==> src/rtl/ttt_pkg.sv <==
// Shared tic-tac-toe definitions: cell codes, board type, bot FSM states and the line table.
package ttt_pkg;

    localparam int unsigned N_CELLS = 9;
    localparam int unsigned N_LINES = 8;
    localparam int unsigned IDX_W   = 4;

    typedef logic [1:0] cell_t;
    typedef cell_t [N_CELLS-1:0] board_t;

    localparam cell_t EMPTY = 2'b00;
    localparam cell_t P1    = 2'b01;
    localparam cell_t P2    = 2'b10;

    typedef enum logic [2:0] {
        S_IDLE,
        S_STEP,
        S_NEXT,
        S_WAIT,
        S_SEL,
        S_ACK,
        S_ABORT
    } state_e;

    // Rows, then columns, then diagonals.
    localparam logic [IDX_W-1:0] LINES [N_LINES][3] = '{
        '{4'd0, 4'd1, 4'd2},
        '{4'd3, 4'd4, 4'd5},
        '{4'd6, 4'd7, 4'd8},
        '{4'd0, 4'd3, 4'd6},
        '{4'd1, 4'd4, 4'd7},
        '{4'd2, 4'd5, 4'd8},
        '{4'd0, 4'd4, 4'd8},
        '{4'd2, 4'd4, 4'd6}
    };

    function automatic cell_t opponent(input cell_t mark);
        return (mark == P1) ? P2 : P1;
    endfunction

    function automatic logic [IDX_W-1:0] lowest_set(input logic [N_CELLS-1:0] mask);
        logic [IDX_W-1:0] idx;
        idx = '0;
        for (int n = int'(N_CELLS) - 1; n >= 0; n--) begin
            if (mask[n]) idx = IDX_W'(n);
        end
        return idx;
    endfunction

endpackage

==> src/rtl/move_chooser.sv <==
// Combinational move policy: win, block, center, corners, edges; lowest cell index within a rule.
module move_chooser
    import ttt_pkg::*;
(
    input  board_t           board_i,
    input  cell_t            mark_i,
    output logic [IDX_W-1:0] target_o,
    output logic             valid_o
);

    localparam logic [N_CELLS-1:0] CORNER_MASK = 9'b101000101;
    localparam logic [N_CELLS-1:0] EDGE_MASK   = 9'b010101010;

    cell_t                opp_mark;
    logic [N_CELLS-1:0]   win_mask;
    logic [N_CELLS-1:0]   blk_mask;
    logic [N_CELLS-1:0]   empty_mask;
    logic [1:0]           n_bot;
    logic [1:0]           n_opp;
    logic [1:0]           n_emp;
    logic [IDX_W-1:0]     idx;
    logic [IDX_W-1:0]     hole;

    assign opp_mark = opponent(mark_i);

    // A line with two equal marks and one hole flags that hole as a win or block cell.
    always_comb begin
        win_mask = '0;
        blk_mask = '0;
        n_bot    = '0;
        n_opp    = '0;
        n_emp    = '0;
        idx      = '0;
        hole     = '0;
        for (int l = 0; l < int'(N_LINES); l++) begin
            n_bot = '0;
            n_opp = '0;
            n_emp = '0;
            hole  = '0;
            for (int k = 0; k < 3; k++) begin
                idx = LINES[l][k];
                if (board_i[idx] == mark_i) begin
                    n_bot = n_bot + 2'd1;
                end else if (board_i[idx] == opp_mark) begin
                    n_opp = n_opp + 2'd1;
                end else if (board_i[idx] == EMPTY) begin
                    n_emp = n_emp + 2'd1;
                    hole  = idx;
                end
            end
            if (n_bot == 2'd2 && n_emp == 2'd1) win_mask[hole] = 1'b1;
            if (n_opp == 2'd2 && n_emp == 2'd1) blk_mask[hole] = 1'b1;
        end
    end

    always_comb begin
        for (int n = 0; n < int'(N_CELLS); n++) begin
            empty_mask[n] = (board_i[n] == EMPTY);
        end
    end

    always_comb begin
        target_o = '0;
        valid_o  = |empty_mask;
        if (|win_mask) begin
            target_o = lowest_set(win_mask);
        end else if (|blk_mask) begin
            target_o = lowest_set(blk_mask);
        end else if (empty_mask[4]) begin
            target_o = IDX_W'(4);
        end else if (|(empty_mask & CORNER_MASK)) begin
            target_o = lowest_set(empty_mask & CORNER_MASK);
        end else begin
            target_o = lowest_set(empty_mask & EDGE_MASK);
        end
    end

endmodule

==> src/rtl/auto_player.sv <==
// Automatic tic-tac-toe opponent: picks a cell, walks the cursor there with next pulses, commits with sel.
module auto_player
    import ttt_pkg::*;
#(
    parameter logic        BOT_ID    = 1'b1,
    parameter int unsigned PULSE_GAP = 4,
    parameter int unsigned ACK_WAIT  = 16
) (
    input  logic       clk,
    input  logic       rst,
    input  logic       enable,
    input  logic       player,
    input  logic [1:0] a,
    input  logic [1:0] b,
    input  logic [1:0] c,
    input  logic [1:0] d,
    input  logic [1:0] e,
    input  logic [1:0] f,
    input  logic [1:0] g,
    input  logic [1:0] h,
    input  logic [1:0] i,
    input  logic [1:0] winner,
    input  logic [3:0] position,
    output logic       next,
    output logic       sel,
    output logic       busy,
    output logic [3:0] target,
    output logic       fault
);

    localparam int unsigned GAP_W  = (PULSE_GAP > 1) ? $clog2(PULSE_GAP) : 1;
    localparam int unsigned ACK_W  = (ACK_WAIT > 1) ? $clog2(ACK_WAIT) : 1;
    localparam int unsigned STEP_W = 4;
    localparam logic [STEP_W-1:0] STEP_LIMIT = STEP_W'(9);
    localparam cell_t BOT_MARK = BOT_ID ? P2 : P1;

    state_e            state_q, state_d;
    logic [IDX_W-1:0]  target_q, target_d;
    logic [GAP_W-1:0]  gap_q, gap_d;
    logic [ACK_W-1:0]  ack_q, ack_d;
    logic [STEP_W-1:0] step_q, step_d;
    logic              fault_q, fault_d;
    logic              next_q, next_d;
    logic              sel_q, sel_d;
    logic              busy_q, busy_d;

    board_t           board;
    logic [IDX_W-1:0] pick;
    logic             pick_valid;
    logic             my_turn;
    logic             game_live;
    logic             trigger;
    logic             abort_c;

    assign board     = {i, h, g, f, e, d, c, b, a};
    assign my_turn   = (player == BOT_ID);
    assign game_live = (winner == 2'b00);
    assign trigger   = enable && my_turn && game_live && pick_valid;
    assign abort_c   = !enable || !game_live || !my_turn || (board[target_q] != EMPTY);

    move_chooser u_chooser (
        .board_i  (board),
        .mark_i   (BOT_MARK),
        .target_o (pick),
        .valid_o  (pick_valid)
    );

    always_ff @(posedge clk or negedge rst) begin
        if (!rst) begin
            state_q  <= S_IDLE;
            target_q <= '0;
            gap_q    <= '0;
            ack_q    <= '0;
            step_q   <= '0;
            fault_q  <= 1'b0;
            next_q   <= 1'b0;
            sel_q    <= 1'b0;
            busy_q   <= 1'b0;
        end else begin
            state_q  <= state_d;
            target_q <= target_d;
            gap_q    <= gap_d;
            ack_q    <= ack_d;
            step_q   <= step_d;
            fault_q  <= fault_d;
            next_q   <= next_d;
            sel_q    <= sel_d;
            busy_q   <= busy_d;
        end
    end

    // Pulse and busy registers are decoded from the upcoming state so they line up with it.
    always_comb begin
        state_d  = state_q;
        target_d = target_q;
        gap_d    = gap_q;
        ack_d    = ack_q;
        step_d   = step_q;
        fault_d  = fault_q;
        unique case (state_q)
            S_IDLE: begin
                gap_d  = '0;
                ack_d  = '0;
                step_d = '0;
                if (trigger) begin
                    target_d = pick;
                    state_d  = S_STEP;
                end
            end
            S_STEP: begin
                if (abort_c) begin
                    state_d = S_ABORT;
                end else if (position == target_q) begin
                    state_d = S_SEL;
                end else if (step_q == STEP_LIMIT) begin
                    fault_d = 1'b1;
                    state_d = S_ABORT;
                end else begin
                    state_d = S_NEXT;
                end
            end
            S_NEXT: begin
                step_d  = step_q + STEP_W'(1);
                gap_d   = '0;
                state_d = abort_c ? S_ABORT : S_WAIT;
            end
            S_WAIT: begin
                if (abort_c) begin
                    state_d = S_ABORT;
                end else if (gap_q == GAP_W'(PULSE_GAP - 1)) begin
                    gap_d   = '0;
                    state_d = S_STEP;
                end else begin
                    gap_d = gap_q + GAP_W'(1);
                end
            end
            S_SEL: begin
                ack_d   = '0;
                state_d = S_ACK;
            end
            S_ACK: begin
                if (!my_turn || !game_live) begin
                    state_d = S_IDLE;
                end else if (ack_q == ACK_W'(ACK_WAIT - 1)) begin
                    fault_d = 1'b1;
                    state_d = S_IDLE;
                end else begin
                    ack_d = ack_q + ACK_W'(1);
                end
            end
            S_ABORT: state_d = S_IDLE;
            default: state_d = S_IDLE;
        endcase
        next_d = (state_d == S_NEXT);
        sel_d  = (state_d == S_SEL);
        busy_d = (state_d != S_IDLE);
    end

    assign next   = next_q;
    assign sel    = sel_q;
    assign busy   = busy_q;
    assign target = target_q;
    assign fault  = fault_q;

endmodule

==> config.mk <==
export PLATFORM = sky130hd
export DESIGN_NAME = auto_player
export DESIGN_NICKNAME = d
export VERILOG_FILES = /design/src/rtl/ttt_pkg.sv /design/src/rtl/move_chooser.sv /design/src/rtl/auto_player.sv
export SDC_FILE = /design/constraint.sdc
export NUM_CORES = 1
export LEC_CHECK = 0
export CAP_MARGIN = 40
export CORE_ASPECT_RATIO = 0.5
export CORE_UTILIZATION = 52
export DETAILED_ROUTE_END_ITERATION = 8
export PLACE_DENSITY = 0.8
export SYNTH_ARGS = -nofsm -noshare
export SYNTH_HDL_FRONTEND = slang
export SYNTH_SLANG_ARGS = --single-unit
==> constraint.sdc <==
create_clock -name clk -period 2 [get_ports clk]
set_input_delay 0.6 -clock clk [delete_from_list [all_inputs] [get_ports clk]]
set_output_delay 0.6 -clock clk [all_outputs]
set_load 0.05 [all_outputs]
==> results.toml, run 1 <==
[outcome]
status = "aborted with a tool error"
failing_step = "global routing"
stop_error = "[ERROR GRT-0232] Routing congestion too high. Check the congestion heatmap in the GUI."

[floorplanning]
start_util_pct = 55.6
fp.dieW_um = 123
rows = 21
ioPinCount = 36
die_h_um = 62.7

[cts]
cts.sinks = 21
cts.path.max_buffers = 2
cts_buffers = 3
clockRootBuffer = "clkbuf_16"
htreeDepth = 1

[grt]
grt_start_max_net_pins = 22
grt_usage_pct = 103
globalRouteOverflowTotal = 695

[synth]
syn_area_um2 = 3830
yosys_register_bits = 21
synth_edf_count = 0
ys_seq_area_share_pct = 13.7
yosysUniqueCellTypes = 86
synth_top_area_share_pct = 13.7
syn_avg_cell_area_um2 = 7.97
ys_warn_count = 0
async_flop_share_pct = 100
synth_top_area_cell = "dfrtp_1"
ys.flop_type = "dfrtp_1"
synthCells = 480
synthTopCellsByArea = "dfrtp_1 (14%), ha_1 (13%), nand2_1 (4.0%), o21ai_0 (2.9%), nand2b_1 (2.8%)"
syn_nets = 547

[place]
post-place-ws_ns = -2.07
portBuffers = 35
place_congestion = 1.00
post-place-cells = 760
dp_hpwl_um = 11900

[timing]
crit_endpoint = "target[1]$_DFFE_PN0P_/D"
worst-ep-kind = "register input"
==> metal layers <==
metal  GRT usage, %  GRT overflow
met1           92.3             4
met2            129           458
met3           81.2             7
met4            123           222
met5           47.2             4
==> kinds of logic after synthesis <==
| logic type | share of synthesized area (%) |
|---|---|
| XOR/XNOR | 4.22 |
| buffers and inverters | 7.23 |
| multiplexers | 3.27 |
| adder cells (fa/ha/maj) | 12.8 |
| AO/OA/AOI/OAI | 26.1 |
| flip-flops | 13.7 |
| AND/OR/NAND/NOR | 32.7 |
==> synthesized netlist by cell type, drive strengths merged, types with 8 or more instances <==
cell	count
ha	39
nand2	41
or3	8
nand3	14
a21oi	20
o22ai	8
nor4	8
nor2	32
inv	32
a211oi	10
nor2b	16
nor4bb	10
o21ai	25
nand2b	19
xnor2	12
nor3	15
dfrtp	21
buf	15
a31oi	11
or2	9
==> per-stage QoR <==
step	util (%)	hold WS [ns]	instance area [µm²]
4_1_cts	93.1	0.503	6410
3_5_place_dp	80.1	0.477	5520
3_3_place_gp	80.1	0.466	5520
2_1_floorplan	-	0.304	3900
==> what timing repair did <==
item                                    4_1_cts
hold buffers                                  0
pin swaps                                    56
hold endpoints to repair                      0
gates resized for setup                     173
endpoints found under the setup margin       16
buffers inserted                             38
==> inputs of run 2 (changes only) <==
--- a/config.mk
+++ b/config.mk
@@ -6,10 +6,9 @@
 export NUM_CORES = 1
 export LEC_CHECK = 0
 export CAP_MARGIN = 40
-export CORE_ASPECT_RATIO = 0.5
-export CORE_UTILIZATION = 52
+export CORE_UTILIZATION = 37
 export DETAILED_ROUTE_END_ITERATION = 8
-export PLACE_DENSITY = 0.8
+export PLACE_DENSITY_LB_ADDON = 0.15
 export SYNTH_ARGS = -nofsm -noshare
 export SYNTH_HDL_FRONTEND = slang
 export SYNTH_SLANG_ARGS = --single-unit
==> constraint.sdc (replaced) <==
create_clock -name clk -period 2.6 [get_ports clk]
set_input_delay 0.78 -clock clk [delete_from_list [all_inputs] [get_ports clk]]
set_output_delay 0.78 -clock clk [all_outputs]
set_load 0.05 [all_outputs]
==> run 2 against run 1 <==
Synthesized cell count is the same; the flow now finishes, with violations (setup timing); area after synthesis unchanged.
==> results.toml, run 2 <==
[outcome]
status = "complete, but fails checks"
violations = "setup timing"

[routing]
routedWlPerCell_um = 19.2
via_per_inst = 5.62
postRouteAntennaNets = 0
wl_um = 16000
firstDrtPassIters = 5
drc = 0
drt_first_iter_violations = 347
num_vias = 4676

[timing]
hold_viol_final = 0
worst_pin_slew_ns = 0.494
post-route-period-util_pct = 132
slew_headroom_pct = 66.6
worst_slack_ns = -0.837
tns_ns = -5.73
rsz0062_at_grt = "true"
fmax_mhz = 291
finalSetupViolations = 12
period_needed_ns = 3.44
maxSlewViolCount = 0
finClkSkew_ns = 0.0133

[cts]
clk_latency_ns = 0.26
cts.path.max_buffers = 2
clockRootBuffer = "clkbuf_8"
htreeDepth = 1
cts.sinks = 21
path_clk_slew_ns = 0.09
cts_hold_buffers = 0
cts_tree = "yes"
cts_buffers = 3

[power_and_ir_drop]
pwr-share-comb_pct = 68.7
p_int_mw = 1.31
power_mw = 2.37
p_per_area_nw_per_um2 = 365
power_frac_seq_pct = 22.0
leakagePower_nw = 3.01
switchingPower_mw = 1.06
clock_power_share_pct = 9.3
vdd_ir_drop_max_uv = 540
p_sw_share_pct = 44.6

[floorplanning]
ioPinCount = 36
die_area_um2 = 10800
start_util_pct = 38.6
fp.dieW_um = 104
core_area_um2 = 9910
rows = 36
die_h_um = 104

[grt]
antenna_found_initial = 0
grt_pass1_wl_um = 24700
grt_start_max_net_pins = 18
globalRouteOverflowTotal = 0
grt_pass1_vias = 4764
grt_usage_pct = 29.0

[place]
dp_hpwl_um = 12500
portBuffers = 35
place_congestion = 1.01

[synth]
synthCells = 480
synth.most_common_cell = "nand2_1"
yosys_register_bits = 21
ys.flop_type = "dfrtp_1"
ys_warn_count = 0
async_flop_share_pct = 100
syn_nets = 547
yosysUniqueCellTypes = 86
syn_area_um2 = 3830
synthTopCellsByCount = "nand2_1 (41), ha_1 (39), nor2_1 (28)"
synth_top_area_cell = "dfrtp_1"
syn_avg_cell_area_um2 = 7.97
synth_top_area_share_pct = 13.7
ys_seq_area_share_pct = 13.7
synthTopCellsByArea = "dfrtp_1 (14%), ha_1 (13%), nand2_1 (4.0%), o21ai_0 (2.9%), nand2b_1 (2.8%)"
synth_edf_count = 0

[worst_hold_path]
hold_class = "reg2reg"

[layout]
multi_input_area_um2 = 3690
antennaDiodeCount = 0
layout_common_cells = "buf_4 (180), nand2_1 (37), ha_1 (28), nor2_1 (25)"
mostFrequentLayoutCell = "buf_4"
fin_nets = 767
area_growth_pct = 69.3
final_layout_size_suffix_gt1_share_pct = 50.5
nFillCells = 832
regArea_um2 = 526

[setup_path]
critPathArrivalTime_ns = 3.60
startpoint_type = "primary input"
required_ns = 2.77
cp_common_cell = "a211oi_2"
crit_chain = "buf_8, or2_4, clkinv_4, buf_6, ha_4, or3_4, a211oi_2, o21ba_4, o32a_1, o21ai_2, a211oi_2, or4b_1, and4bb_1, o41ai_2"
timing.critical_path.slowest_stage_cell = "or4b_1"
cp_slowest_stage_delay_ns = 0.45
endpoint_kind = "flop"
path_class = "in2reg"
crit_fanout = 4

[flow_run]
maxCapViolCount = 0
-- run 2: cell counts after synthesis --
Identical to the previous run, type by type.
-- run 2: per-stage QoR --
stage | util, % | cell area, µm² | hold WS [ns] | instances | setup slack [ns]
after floorplan | - | 3900 | 0.479 | 480 | -0.923
after global placement | 55.7 | 5520 | 0.460 | 797 | -1.58
after detailed placement | 55.7 | 5520 | 0.475 | 797 | -1.59
after CTS | 61.0 | 6050 | 0.493 | 823 | -0.889
after global routing | 65.4 | 6480 | 0.529 | 832 | -0.905
final | 65.4 | 6480 | 0.504 | 832 | -0.837
-- run 2: area by class of cell --
class	instances	area share [%]
clock buffers	3	0.637
inverters	33	2.11
well taps	133	2.57
repair buffers	234	29.5
flip-flops and latches	21	8.11
clock inverters	1	0.0772
multi-input cells	407	57.0
-- run 2: logic make-up after synthesis --
kind of cell             count (synthesis)  share of synthesized area (%)
adder cells (fa/ha/maj)                 39                           12.8
XOR/XNOR                                15                           4.22
AO/OA/AOI/OAI                          133                           26.1
multiplexers                             9                           3.27
buffers and inverters                   52                           7.23
AND/OR/NAND/NOR                        211                           32.7
flip-flops                              21                           13.7
-- run 2: repair_timing --
action                                  4_1_cts  5_1_grt
resized for setup                           127       92
endpoints found under the hold margin         0        0
buffers inserted                             26       15
endpoints found under the setup margin       13       14
pin swaps                                    38       53
-- run 2: critical path, delay by kind of cell --
family	cells	cell delay (ns)
AOI/OAI and AO/OA	6	1.06
adders and majority gates	1	0.20
and+or+nand+nor	4	1.28
buffers and inverters	3	0.27
-- run 2: power by group through the flow --
stage	clock network [mW]	registers [mW]	logic (mW)
global route	0.233	0.539	1.73
finish	0.219	0.520	1.63
detailed placement	0	0.521	1.32
CTS	0.222	0.519	1.45
floorplan	0	0.609	0.645
global placement	0	0.517	1.30
-- run 2: metal layers --
layer	GRT usage [%]	part of all wire [%]	vias to the layer above
met5	0	0	-
met4	10.8	3.3	0
met3	2.64	3.8	41
met2	52.7	51	131
met1	35.3	42	2256
li1	-	-	2248
-- run 2: final timing paths --
path                            cells past startpoint   endpoint  slack (ns)       from
worst max-delay path                               14  target[1]       -0.84       c[0]
worst min-delay path                                2      fault        0.50      fault
worst max register to register                      8   gap_q[0]        0.20  target[2]
worst min register to register                      2      fault        0.50      fault
max in group asynchronous                           2      fault        1.36        rst
min in group asynchronous                           1  step_q[1]        0.74        rst
Note: power is estimated with default switching activity, not from simulation.
==> inputs of run 3 (changes only) <==
--- a/config.mk
+++ b/config.mk
@@ -6,6 +6,8 @@
 export NUM_CORES = 1
 export LEC_CHECK = 0
 export CAP_MARGIN = 40
+export CELL_PAD_IN_SITES_DETAIL_PLACEMENT = 0
+export CELL_PAD_IN_SITES_GLOBAL_PLACEMENT = 1
 export CORE_UTILIZATION = 37
 export DETAILED_ROUTE_END_ITERATION = 8
 export PLACE_DENSITY_LB_ADDON = 0.15
==> run 3 against run 2 <==
The flow still finishes with violations (setup timing); clock skew down 0.0065 ns; power down 3.6%; via count up 0.36%; critical endpoint is now target[0].
==> results.toml, run 3 (synthesis results as in run 2) <==
[outcome]
status = "complete, but fails checks"
violations = "setup timing"

[place]
post-place-ws_ns = -1.53
place_congestion = 0.987
dp_hpwl_um = 12500
portBuffers = 35

[cts]
cts_hold_buffers = 0
clk_latency_ns = 0.26
cts_buffers = 3
cts_tree = "yes"
cts.path.max_buffers = 2
clockRootBuffer = "clkbuf_8"
path_clk_slew_ns = 0.08
htreeDepth = 1
cts.sinks = 21

[grt]
grt_pass1_wl_um = 24400
grt_usage_pct = 28.3
globalRouteOverflowTotal = 0
grt_pass1_vias = 4799
grt_start_max_net_pins = 22
antenna_found_initial = 0

[layout]
mostFrequentLayoutCell = "buf_4"
regArea_um2 = 526
nFillCells = 895
final_layout_size_suffix_gt1_share_pct = 46.8
multi_input_area_um2 = 3440
fin_nets = 777
antennaDiodeCount = 0
layout_common_cells = "buf_4 (190), nand2_1 (39), ha_1 (37), nor2_1 (25), inv_1 (24)"
area_growth_pct = 64.2

[power_and_ir_drop]
p_per_area_nw_per_um2 = 363
p_sw_share_pct = 44.2
clock_power_share_pct = 9.8
p_int_mw = 1.27
vdd_ir_drop_max_uv = 250
power_mw = 2.28
power_frac_seq_pct = 23.3
switchingPower_mw = 1.01
leakagePower_nw = 2.97
pwr-share-comb_pct = 67.0

[routing]
routedWlPerCell_um = 18.3
via_per_inst = 5.57
postRouteAntennaNets = 0
num_vias = 4693
firstDrtPassIters = 5
wl_um = 15400
drt_first_iter_violations = 271
drc = 0

[floorplanning]
fp.dieW_um = 104
ioPinCount = 36
die_h_um = 104
die_area_um2 = 10800
rows = 36
core_area_um2 = 9910
start_util_pct = 38.6

[setup_path]
reg2reg_from = "target[2]"
startpoint_type = "primary input"
startpoint = "i[0]"
required_ns = 2.73
crit_fanout = 7
endpoint_kind = "flop"
critPathArrivalTime_ns = 3.61
path_class = "in2reg"

[timing]
worst_pin_slew_ns = 0.501
finClkSkew_ns = 0.00683
post-route-period-util_pct = 134
rsz0062_at_grt = "true"
slew_headroom_pct = 66.5
hold_viol_final = 0
fmax_mhz = 287
period_needed_ns = 3.48
finalSetupViolations = 12
tns_ns = -6.01
worst_slack_ns = -0.880
maxSlewViolCount = 0

[flow_run]
maxCapViolCount = 0

[worst_hold_path]
hold_class = "reg2reg"
hold_start = "fault"
-- run 3: changes by cell type in the layout (fill, tap and decap cells not counted), sizes merged --
| cell | delta |
|---|---|
| clkbuf | -1 |
| dlymetal6s2s | -2 |
| buf | +8 |
| clkdlybuf4s50 | +1 |
| dlygate4sd2 | +4 |
-- run 3: timing repair --
action,CTS,global route
gates resized for setup,128,29
setup buffers,27,6
pin swaps,46,23
cloned,0,0
endpoints found under the setup margin,13,14
-- run 3: per-layer routing --
metal | wire length (µm) | up-vias | part of all wire, % | global-route usage, %
li1 | - | 2266 | - | -
met1 | 6300 | 2195 | 41 | 33.5
met2 | 7670 | 178 | 50 | 51.2
met3 | 726 | 54 | 4.7 | 2.71
met4 | 730 | 0 | 4.7 | 13.8
met5 | 0 | - | 0 | 0
-- run 3: worst paths after layout --
| check | cells after the start | to | slack [ns] |
|---|---|---|---|
| max in group asynchronous | 2 | gap_q[0] | 1.51 |
| worst max-delay path | 13 | target[0] | -0.88 |
| min in group asynchronous | 2 | ack_q[1] | 0.87 |
| worst min-delay path | 2 | fault | 0.50 |
| worst max register to register | 8 | gap_q[0] | 0.30 |
| worst min register to register | 2 | fault | 0.50 |
-- run 3: final cells by class --
cell class | count | area share [%]
Multi-Input combinational cell | 407 | 54.7
Timing Repair Buffer | 244 | 31.4
Sequential cell | 21 | 8.36
Tap cell | 133 | 2.65
Inverter | 33 | 2.17
Clock buffer | 3 | 0.657
Clock inverter | 1 | 0.0796
-- run 3: metrics by stage --
step | util, % | area (µm²) | instances | hold slack [ns]
CTS | 62.4 | 6180 | 836 | 0.501
floorplan | - | 3900 | 480 | 0.479
global placement | 56.4 | 5590 | 806 | 0.478
detailed placement | 56.4 | 5590 | 806 | 0.479
finish | 63.4 | 6280 | 842 | 0.495
global route | 63.4 | 6280 | 842 | 0.536
-- run 3: worst max-delay path, stage by stage --
cell	delay, ns
clkdlybuf4s50_1	0.42
buf_6	0.13
buf_6	0.13
or3_4	0.34
a31oi_4	0.23
a2111oi_4	0.12
a221o_2	0.38
buf_4	0.14
buf_4	0.14
a21o_1	0.15
a311o_1	0.32
a31oi_1	0.21
o311ai_1	0.13
-- run 3: power by group through the flow --
stage | clock, mW | sequential, mW | combinational, mW
floorplan | 0 | 0.609 | 0.645
global placement | 0 | 0.526 | 1.29
detailed placement | 0 | 0.535 | 1.32
CTS | 0.229 | 0.532 | 1.44
global route | 0.239 | 0.546 | 1.63
finish | 0.223 | 0.530 | 1.53
